<file path="src/rtl/dmem_arbiter.sv">
// Two-master arbiter for the shared single-port data memory (CPU = m0, loader = m1).
// Optional round-robin tie-break enabled by defining DMEM_ARB_RR_EN; otherwise m0 wins ties.
`ifndef DATA_W
`define DATA_W 32
`endif
`ifndef DMEM_DEPTH
`define DMEM_DEPTH 1024
`endif

module dmem_arbiter #(
  parameter int DATA_W = `DATA_W,
  parameter int ADDR_W = 16,
  parameter int DEPTH  = `DMEM_DEPTH
) (
  input  logic              clk,
  input  logic              rst,
  input  logic              m0_req,
  input  logic              m1_req,
  input  logic              m0_lock,
  input  logic              m1_lock,
  input  logic              m0_we,
  input  logic              m1_we,
  input  logic [ADDR_W-1:0] m0_addr,
  input  logic [ADDR_W-1:0] m1_addr,
  input  logic [DATA_W-1:0] m0_wd,
  input  logic [DATA_W-1:0] m1_wd,
  output logic              m0_gnt,
  output logic              m1_gnt,
  output logic              m0_rvalid,
  output logic              m1_rvalid,
  output logic [DATA_W-1:0] m0_rd,
  output logic [DATA_W-1:0] m1_rd,
  output logic              err,
  output logic [ADDR_W-1:0] mem_a,
  output logic [DATA_W-1:0] mem_wd,
  output logic              mem_we,
  input  logic [DATA_W-1:0] mem_rd,
  output logic [1:0]        dbg_own
);

  // Handshake: a master holds req/we/addr/wd stable until it sees gnt in the same
  // cycle; a granted access completes at the following edge, nothing is queued.

  typedef enum logic [1:0] {NONE = 2'd0, OWN0 = 2'd1, OWN1 = 2'd2} own_t;

  localparam logic [ADDR_W:0] DEPTH_LIM = (ADDR_W + 1)'(DEPTH);

  own_t              own;
  own_t              own_nx;
  logic              win0;
  logic              win1;
  logic              any_win;
  logic              sel_we;
  logic [ADDR_W-1:0] sel_addr;
  logic              in_range;
  logic [DATA_W-1:0] rd_val;
  logic [ADDR_W-1:0] a_hold;

`ifdef DMEM_ARB_RR_EN
  logic last;

  always_ff @(posedge clk or posedge rst) begin
    if (rst) begin
      last <= 1'b1;
    end else if (win0) begin
      last <= 1'b0;
    end else if (win1) begin
      last <= 1'b1;
    end
  end
`endif

  always_comb begin
    win0   = 1'b0;
    win1   = 1'b0;
    own_nx = own;
    case (own)
      NONE: begin
        if (m0_req && m1_req) begin
`ifdef DMEM_ARB_RR_EN
          if (last) win0 = 1'b1;
          else      win1 = 1'b1;
`else
          win0 = 1'b1;
`endif
        end else begin
          win0 = m0_req;
          win1 = m1_req;
        end
        if (win0 && m0_lock)      own_nx = OWN0;
        else if (win1 && m1_lock) own_nx = OWN1;
      end
      // An owner that drops req but keeps lock stalls everyone, keeping ownership.
      OWN0: begin
        win0 = m0_req;
        if (!m0_lock) own_nx = NONE;
      end
      OWN1: begin
        win1 = m1_req;
        if (!m1_lock) own_nx = NONE;
      end
      default: own_nx = NONE;
    endcase
  end

  assign any_win  = win0 | win1;
  assign sel_we   = win1 ? m1_we : m0_we;
  assign sel_addr = win1 ? m1_addr : m0_addr;
  assign in_range = ({1'b0, sel_addr} < DEPTH_LIM);
  assign rd_val   = in_range ? mem_rd : '0;

  assign m0_gnt  = win0;
  assign m1_gnt  = win1;
  assign mem_a   = any_win ? sel_addr : a_hold;
  assign mem_wd  = win1 ? m1_wd : m0_wd;
  // Reset gates the write strobe so a write in flight when rst rises is dropped.
  assign mem_we  = any_win & sel_we & in_range & ~rst;
  assign dbg_own = own;

  always_ff @(posedge clk or posedge rst) begin
    if (rst) begin
      own       <= NONE;
      a_hold    <= '0;
      m0_rvalid <= 1'b0;
      m1_rvalid <= 1'b0;
      m0_rd     <= '0;
      m1_rd     <= '0;
      err       <= 1'b0;
    end else begin
      own       <= own_nx;
      a_hold    <= mem_a;
      m0_rvalid <= win0 & ~m0_we;
      m1_rvalid <= win1 & ~m1_we;
      if (win0 && !m0_we) m0_rd <= rd_val;
      if (win1 && !m1_we) m1_rd <= rd_val;
      err       <= any_win & ~in_range;
    end
  end

endmodule

</file>
<file path="config.mk">
export PLATFORM = sky130hd
export DESIGN_NAME = dmem_arbiter
export DESIGN_NICKNAME = d
export VERILOG_FILES = /design/src/rtl/dmem_arbiter.sv
export SDC_FILE = /design/constraint.sdc
export NUM_CORES = 1
export LEC_CHECK = 0
export BUFFER_PORTS_ARGS = -buffer_cell sky130_fd_sc_hd__buf_4
export CAP_MARGIN = 20
export CORE_UTILIZATION = 43
export DETAILED_ROUTE_END_ITERATION = 7
export PLACE_DENSITY = 0.81
export REMOVE_ABC_BUFFERS = 1
export SLEW_MARGIN = 25
export SYNTH_ARGS = -nofsm -noshare
export SYNTH_HDL_FRONTEND = slang
export SYNTH_SLANG_ARGS = --single-unit
</file>
<file path="constraint.sdc">
create_clock -name clk -period 3.5 [get_ports clk]
set_input_delay 0.175 -clock clk [delete_from_list [all_inputs] [get_ports clk]]
set_output_delay 0.175 -clock clk [all_outputs]
set_load 0.02 [all_outputs]
</file>
==> out/qor.csv, run 1 <==
metric,value,unit
"Req. time, crit path",3320,ps
Post-synth top flop,dfrtp_1,
Synthesis Warnings,0,
# DRC,0,
CTS sink cnt,85,
I/O pins,256,
nature of the critical path endpoint,primary output,
static power due to leakage,3.29,nW
average footprint of a synthesized cell,10.8,um^2
"Clk Latency, worst-skew pair",340,ps
root buffer cell,clkbuf_8,
Area Growth Syn to Fin,51.5,%
PD cells,372,nW/um^2
clock share of power,32.0,%
Compound-Gate Fraction of Synth Area,14.2,%
nature of the critical path startpoint,register,
die height,100,um
First-pass DRT Iterations,6,
Pins Over Slew Limit,0,
Synth Area in Adders,0,%
Worst Path Arrival,2510,ps
HPWL Detailed,10300,um
status,finished clean,
antenna cells,0,
critical path class,reg2out,
mux share of post-synthesis cell area,15.1,%
RSZ-0062 raised after global routing,false,
CTS max path bufs,2,
GPL Wtd Cong,0.903,
routed vias/inst,5.16,
routed via count,3908,
Fillers,774,
post-synthesis sequential element count,85,
Post-synth EDFFs,0,
ratio of cells with drive above 1 in the final layout,50.1,%
main combinational cell family by area after synthesis,multiplexers,
first-pass GRT wire length,20700,um
hold_ws,71.9,ps
"Hold-fix buffers, CTS",1,
clock buffer count from CTS,9,
Hold WC Path Type,in2reg,
vias in the first global route,3989,
Inst Count DP,741,
f_max,373,MHz
Worst Clk Skew,7.48,ps
CTS tree,yes,
Core Area,9330,um^2
final worst-path cycle share,76.6,%
fin nets,760,
worst-path maximum fanout,34,
Post-CTS Setup Bufs,0,
Die X,100,um
largest net degree at the start of global routing,85,
number of library cell types mapped by synthesis,27,
H-tree levels,3,
"antenna viol nets, final",0,
Post-Syn Instances,385,
initial antenna violation count,0,
max cap viols,0,
GRT Resource Usage Total,27.1,%
ys async rst share,100,%
"Seq/Total Area, Yosys",51.0,%
post-synthesis simple-gate area fraction,14.3,%
WL/cell,18.1,um
Final Hold Vio Count,0,
die area,10100,um^2
Setup TNS,0,ps
"Cell Area, Synth",4170,um^2
DRT iter0 DRCs,230,
final core occ,67.8,%
Power Total,2.35,mW
Worst VDD drop,0.000267,V
Initial Utilization,44.7,%
Net Sw Power,0.657,mW
Final Non-Filler Cells,758,
Synth Area in XOR/XNOR,0,%
IO Port Bufs,255,
Seq pwr share,43.8,%
Internal,1.70,mW
Final setup viols,0,
Sw Share,27.9,%
combinational share of power,24.2,%
total grt overflow,0,
"Reg clk slew, reported paths",90,ps
worst slew pin tran,760,ps
Rows,35,
Period minus WS final,2680,ps
post_cts resized,0,
total wire length,13700,um
worst rel slew slack,49.3,%
## kinds of logic after synthesis
group | count (synthesis)
buf+inv | 39
compound gates | 83
simple gates | 130
flops | 85
mux | 48
## per-layer routing
metal  share of wire, %  routed length, um  track usage (%)
met5                  0                  0                0
met3                8.0               1100             6.93
met4                2.0                273             10.5
met2                 53               7240             48.9
met1                 37               5110             30.6
## final cells by class
class | instances | area, um^2 | area share [%]
clock buffer | 10 | 128 | 2.02
timing repair buffer | 262 | 1970 | 31.2
multi-input combinational | 261 | 1820 | 28.9
clock inverter | 6 | 87.6 | 1.39
inverter | 5 | 20.0 | 0.317
sequential | 85 | 2130 | 33.7
tap | 129 | 161 | 2.55
## worst max-delay path: stages, from the launching register on
cell,delay (ps)
dfrtp_1,390
nand2b_1,120
buf_4,300
or2_4,600
inv_2,450
buf_4,280
## cell usage after synthesis (3+ instances only)
library cell / count / area [um^2]
o21ai_0: 29 / 145
dfrtp_1: 85 / 2130
a32o_1: 32 / 320
mux2_2: 3 / 33.8
buf_6: 9 / 101
o21ai_1: 19 / 95.1
nor2b_1: 33 / 206
clkbuf_1: 17 / 63.8
mux2_4: 29 / 435
nand2_1: 82 / 308
nor2_1: 5 / 18.8
mux2i_1: 16 / 160
inv_1: 3 / 11.3
buf_2: 7 / 35.0
## state kept, by name, summed over array words and instances (netlist names)
name,cells
a_hold,16
dbg_own,2
err,1
m0_rd,32
m0_rvalid,1
m1_rd,32
m1_rvalid,1
## cells in the final DEF, fill, tap and decap left out, drive strengths merged
| cell type | n |
|---|---|
| nor3b | 2 |
| nor4 | 1 |
| nand3 | 2 |
| a22o | 1 |
| clkbuf | 10 |
| nor2b | 33 |
| inv | 4 |
| or3 | 1 |
| or3b | 1 |
| or2 | 1 |
| dfrtp | 85 |
| dlygate4sd3 | 1 |
| mux2i | 16 |
| bufinv | 2 |
| nand2b | 1 |
| a32o | 32 |
| and3 | 1 |
| a21oi | 1 |
| mux2 | 32 |
| nor2 | 5 |
| clkinv | 2 |
| o32ai | 1 |
| o21ai | 48 |
| clkinvlp | 3 |
| nand2 | 82 |
| buf | 261 |
## stage by stage
stage | area, um^2 | worst slack (ps)
final | 6320 | 819
after global placement | 6090 | 840
after CTS | 6310 | 401
after detailed placement | 6090 | 768
after global routing | 6320 | 691
after floorplan | 3960 | -651
## path summary, 6_finish.rpt
kind / startpoint / to / slack (ps) / depth (start not counted)
min in group asynchronous: rst / m0_rd[1]$_DFFE_PP0P_ / 260 / 3
min reg2reg: m0_rd[28]$_DFFE_PP0P_ / m0_rd[28]$_DFFE_PP0P_ / 480 / 2
max in group asynchronous: rst / m1_rd[19]$_DFFE_PP0P_ / 2300 / 4
min: mem_rd[31] / m0_rd[31]$_DFFE_PP0P_ / 70 / 3
max: dbg_own[0]$_DFFE_PP0P_ / m1_gnt / 820 / 5
max reg2reg: dbg_own[0]$_DFFE_PP0P_ / m1_rd[19]$_DFFE_PP0P_ / 1150 / 5
## power by group through the flow
stage | Sequential (mW) | Clock (mW) | Combinational, mW
floorplan | 1.06 | 0 | 0.264
global placement | 1.05 | 0 | 0.559
global route | 1.03 | 0.808 | 0.604
CTS | 1.03 | 0.769 | 0.571
finish | 1.03 | 0.753 | 0.570
detailed placement | 1.05 | 0 | 0.569
Note: power is estimated with default switching activity, not from simulation.
==> run 2: changes to the inputs <==
==> constraint.sdc (replaced) <==
create_clock -name clk -period 2.6 [get_ports clk]
set_input_delay 0.13 -clock clk [delete_from_list [all_inputs] [get_ports clk]]
set_output_delay 0.13 -clock clk [all_outputs]
set_load 0.02 [all_outputs]
==> run 2 against run 1 <==
Against the previous run:
- non-clock buffer count increased by 11
- combinational power increased by 36%
- clock skew about the same
- critical path type unchanged
- highest routed layer unchanged
==> out/qor.csv, run 2 (synthesis results as in run 1) <==
metric,value,unit,change
Crit path top cell by count,buf_4,,
CTS tree,yes,,
Register-to-Register Setup Slack,790,ps,-360 ps
"Hold-fix buffers, CTS",9,,+8
PD cells,473,nW/um^2,+27%
Worst Path Arrival,2010,ps,-500 ps
max cap viols,0,,unchanged
Initial Utilization,44.7,%,unchanged
worst-path maximum fanout,19,,-44%
critical path class,reg2out,,
min-delay src,mem_rd[25],,
"Clk Latency, worst-skew pair",350,ps,about the same
reg-to-reg endpoint,m1_rd[30]$_DFFE_PP0P_,,
f_max,467,MHz,
routed via count,3961,,+1.4%
antenna cells,0,,unchanged
Min-Delay Endpoint,m0_rd[25]$_DFFE_PP0P_,,
status,finished clean,,
crit path cell chain,nand2b_1 > or2_2 > buf_4 > mux2_4 > buf_4,,
IO Port Bufs,255,,unchanged
"commonest cells after routing, fill and taps aside","264 x buf_4, 85 x dfrtp_1, 82 x nand2_1",,
First-pass DRT Iterations,5,,-1
Period minus WS final,2140,ps,
Setup TNS,0,ps,unchanged
biggest regs,"m0_rd (32), m1_rd (32), a_hold (16)",,
Worst Clk Skew,7.23,ps,-0.251 ps
Pins Over Slew Limit,0,,unchanged
"Largest stage delay, worst path",420,ps,-180 ps
DRT iter0 DRCs,188,,-18%
Core Area,9330,um^2,unchanged
largest net degree at the start of global routing,61,,-28%
GRT Resource Usage Total,27.9,%,+0.81 points
CTS max path bufs,2,,unchanged
"commonest non-fill, non-tap cell in the layout",buf_4,,
"Req. time, crit path",2470,ps,-850 ps
WL/cell,18.5,um,+2.1%
Final setup viols,0,,unchanged
Hold WC Path Type,in2reg,,
Die X,100,um,unchanged
static power due to leakage,3.31,nW,+0.69%
Worst VDD drop,0.000295,V,+10%
crit path buf inv count,2,,-1
hold depth,3,,unchanged
final core occ,68.4,%,+0.59 points
nature of the critical path startpoint,register,,
clock buffer count from CTS,9,,unchanged
die area,10100,um^2,unchanged
vias in the first global route,3932,,-1.4%
# DRC,0,,unchanged
Final Non-Filler Cells,769,,+1.5%
worst slew pin tran,748,ps,-12.4 ps
"antenna viol nets, final",0,,unchanged
fin nets,771,,+1.4%
routed vias/inst,5.15,,about the same
root buffer cell,clkbuf_8,,
H-tree levels,3,,unchanged
CTS sink cnt,85,,unchanged
I/O pins,256,,unchanged
initial antenna violation count,0,,unchanged
HPWL Detailed,10500,um,+2.3%
GPL Wtd Cong,0.903,,about the same
R2R depth,5,,unchanged
die height,100,um,unchanged
final worst-path cycle share,82.4,%,
"Slowest-stage cell, CP",dfrtp_1,,
post_cts resized,0,,unchanged
"Reg clk slew, reported paths",90,ps,about the same
Crit path max-delay family,simple AND/OR/NAND/NOR gates,,
nature of the critical path endpoint,primary output,,
ratio of cells with drive above 1 in the final layout,49.5,%,-0.55 points
Rows,35,,unchanged
RSZ-0062 raised after global routing,false,,
Final Hold Vio Count,0,,unchanged
worst rel slew slack,50.1,%,+0.82 points
Area Growth Syn to Fin,52.8,%,
Worst R2R Start,dbg_own[0]$_DFFE_PP0P_,,
Post-CTS Setup Bufs,0,,unchanged
total grt overflow,0,,unchanged
first-pass GRT wire length,21100,um,+1.6%
total wire length,14200,um,+3.6%
Inst Count DP,744,,+0.40%
run 2: changes by cell type in the layout (fill, tap and decap cells not counted), sizes merged:
cell         delta
clkinv          -1
clkinvlp        +1
inv             +2
buf             +3
dlygate4sd3     +8
bufinv          -2
run 2: layer usage:
layer / part of all wire (%) / vias to the layer above / GRT usage [%]
met5: 0 / - / 0
met4: 3.5 / 0 / 12.4
met3: 6.7 / 36 / 6.59
met2: 51 / 169 / 48.5
met1: 39 / 1927 / 32.8
li1: - / 1829 / -
run 2: cell type report:
class	instances	area, um^2
clock inverter	6	47.5
multi-input combinational	261	1820
inverter	5	20.0
fill	752	2950
timing repair buffer	273	2070
clock buffer	10	128
tap	129	161
sequential	85	2130
run 2: worst min-delay path, stage by stage:
cell and delay (ps):
buf_4 110, nand2_1 50, o21ai_1 50
run 2: how the worst max path moves through the flow:
stage / to / cells past startpoint / start
floorplan: m1_rd[0]$_DFFE_PP0P_ / 4 / dbg_own[1]$_DFFE_PP0P_
global placement: m1_rd[25]$_DFFE_PP0P_ / 5 / dbg_own[0]$_DFFE_PP0P_
detailed placement: m1_rd[4]$_DFFE_PP0P_ / 5 / dbg_own[0]$_DFFE_PP0P_
CTS: mem_wd[23] / 5 / dbg_own[0]$_DFFE_PP0P_
global route: m1_gnt / 4 / dbg_own[0]$_DFFE_PP0P_
finish: mem_wd[4] / 5 / dbg_own[0]$_DFFE_PP0P_
run 2: power breakdown:
part	total [mW]	leakage, nW	switching, mW	internal (mW)
registers	1.39	1.15	0.0182	1.37
logic	0.778	2.08	0.394	0.383
clock network	0.852	0.0755	0.498	0.354
total	3.02	3.31	0.910	2.11
run 2: metrics by stage:
step	area, um^2	setup slack, ps	power [mW]	hold slack, ps
floorplan	3960	-1550	1.78	257
global placement	6110	894	2.17	166
detailed placement	6110	820	2.18	175
CTS	6380	441	3.04	0.728
global route	6380	383	3.15	7.24
finish	6380	457	3.02	16.0
==> run 3: changes to the inputs <==
==> constraint.sdc (replaced) <==
create_clock -name clk -period 2 [get_ports clk]
set_input_delay 0.1 -clock clk [delete_from_list [all_inputs] [get_ports clk]]
set_output_delay 0.1 -clock clk [all_outputs]
set_load 0.02 [all_outputs]
==> run 3 against run 2 <==
Against the previous run:
- the flow now finishes with violations (hold timing)
- count of clock-buffer cells in the layout unchanged
- routed wire length increased by 13%
- worst hold slack got worse by 17 ps
- setup slack got worse by 440 ps
- sequential share of layout area decreased by 2.8 points
- clock skew increased by 4.9 ps
- design area increased by 9.1%
- sequential cell count unchanged
- utilization increased by 6.2 points
- cell count increased by 5.3%
==> out/qor.csv, run 3 (synthesis results as in run 1) <==
metric,value,unit,change
initial antenna violation count,0,,unchanged
Worst Clk Skew,12.2,ps,+4.95 ps
reg-to-reg endpoint,m0_rd[2]$_DFFE_PP0P_,,
ratio of cells with drive above 1 in the final layout,48.8,%,-0.78 points
Register-to-Register Setup Slack,240,ps,-550 ps
hold_ws,-0.604,ps,-16.6 ps
Inst Count DP,751,,+0.94%
Placed Area,6200,um^2,+1.5%
Final Hold Vio Count,1,,+1
total wire length,16000,um,+13%
Power Total,4.12,mW,+36%
H-tree levels,3,,unchanged
die area,10100,um^2,unchanged
routed via count,4194,,+5.9%
worst slew pin tran,391,ps,-357 ps
Final Non-Filler Cells,810,,+5.3%
GRT Resource Usage Total,30.2,%,+2.3 points
nature of the critical path startpoint,register,,
"antenna viol nets, final",0,,unchanged
biggest regs,"m0_rd (32), m1_rd (32), a_hold (16)",,
total grt overflow,0,,unchanged
min-delay src,m0_addr[7],,
WL/cell,19.8,um,+6.9%
crit path cell chain,nand2b_4 > or2_4 > buf_16 > mux2_4 > buf_4,,
hold depth,3,,unchanged
HPWL Detailed,10900,um,+4.0%
critical path class,reg2out,,
Rows,35,,unchanged
root buffer cell,clkbuf_8,,
"Clk Latency, worst-skew pair",360,ps,about the same
first-pass GRT wire length,22800,um,+8.1%
Hold WC Path Type,in2reg,,
fin nets,812,,+5.3%
routed vias/inst,5.18,,+0.52%
largest net degree at the start of global routing,69,,+13%
First-pass DRT Iterations,4,,-1
Final setup viols,0,,unchanged
CTS sink cnt,85,,unchanged
antenna cells,0,,unchanged
max cap viols,0,,unchanged
"Largest stage delay, worst path",400,ps,-20 ps
"Design Area, Final",6950,um^2,+9.1%
Worst R2R Start,dbg_own[1]$_DFFE_PP0P_,,
worst rel slew slack,74.0,%,+24 points
worst-path maximum fanout,9,,-10
final worst-path cycle share,98.9,%,
Initial Utilization,44.7,%,unchanged
Core Area,9330,um^2,unchanged
Period minus WS final,1980,ps,
Worst VDD drop,0.000346,V,+18%
nature of the critical path endpoint,primary output,,
PD cells,592,nW/um^2,+25%
CTS max path bufs,2,,unchanged
Die X,100,um,unchanged
Area Growth Syn to Fin,66.7,%,
final core occ,74.6,%,+6.2 points
f_max,505,MHz,
Min-Delay Endpoint,a_hold[7]$_DFF_PP0_,,
failing checks,hold timing,,
clock buffer count from CTS,9,,unchanged
"Slowest-stage cell, CP",dfrtp_1,,
"commonest cells after routing, fill and taps aside","253 x buf_4, 84 x dfrtp_1, 82 x nand2_1",,
Worst Path Arrival,1880,ps,-130 ps
die height,100,um,unchanged
"commonest non-fill, non-tap cell in the layout",buf_4,,
vias in the first global route,4292,,+9.2%
DRT iter0 DRCs,161,,-14%
IO Port Bufs,255,,unchanged
CTS tree,yes,,
"Reg clk slew, reported paths",90,ps,about the same
static power due to leakage,3.57,nW,+7.9%
# DRC,0,,unchanged
status,finished with violations,,
Pins Over Slew Limit,0,,unchanged
GPL Wtd Cong,0.935,,+3.6%
I/O pins,256,,unchanged
"Req. time, crit path",1900,ps,-570 ps
R2R depth,6,,+1
run 3: cell types whose count changed in the layout (fill, tap and decap cells not counted), moves of 2 or more:
cell,before,now
buf_4,264,253
dlygate4sd3_1,9,38
buf_12,0,3
buf_6,0,17
clkbuf_16,0,2
run 3: cell type report:
cell class | instances | area, um^2
flip-flops and latches | 85 | 2130
clock inverters | 6 | 47.5
repair buffers | 314 | 2610
well taps | 129 | 161
multi-input cells | 261 | 1850
inverters | 5 | 20.0
fillers | 667 | 2370
clock buffers | 10 | 138
run 3: critical path, delay by kind of cell (launching register included):
kind,cells,cell delay [ps]
and+or+nand+nor,2,480
buffers and inverters,2,340
DFF,1,400
muxes,1,310
run 3: metal layers:
layer / up-vias / part of all wire, % / global-route usage (%)
li1: 1924 / - / -
met1: 2038 / 36 / 33.5
met5: - / 0 / 0
met4: 0 / 4.3 / 12.3
met3: 46 / 7.4 / 7.77
met2: 186 / 53 / 54.9
run 3: worst max path at each step:
stage | startpoint | end | slack, ps | depth (start not counted)
CTS | dbg_own[1]$_DFFE_PP0P_ | mem_wd[1] | 10 | 5
detailed placement | dbg_own[1]$_DFFE_PP0P_ | mem_wd[1] | 280 | 5
finish | dbg_own[0]$_DFFE_PP0P_ | mem_wd[24] | 20 | 5
global route | dbg_own[0]$_DFFE_PP0P_ | mem_wd[24] | -40 | 5
floorplan | dbg_own[1]$_DFFE_PP0P_ | m1_rd[0]$_DFFE_PP0P_ | -2150 | 4
global placement | dbg_own[1]$_DFFE_PP0P_ | mem_wd[1] | 300 | 5
run 3: report_power, final:
part	internal (mW)	total (mW)	switching, mW
combinational	0.600	1.17	0.565
clock	0.491	1.15	0.658
sequential	1.78	1.80	0.0227
run 3: per-stage QoR:
stage	setup slack (ps)	TNS, ps
after floorplan	-2150	-175100
after global placement	303	0
after detailed placement	280	0
after CTS	10.2	0
after global routing	-36.0	-387
final	21.0	0
run 3: what timing repair did:
action	CTS	global route
pin swaps	0	1
hold endpoints to repair	54	0
resized for setup	4	20
setup buffers	1	1
hold buffers	38	0
cloned	1	2
endpoints found under the setup margin	34	5
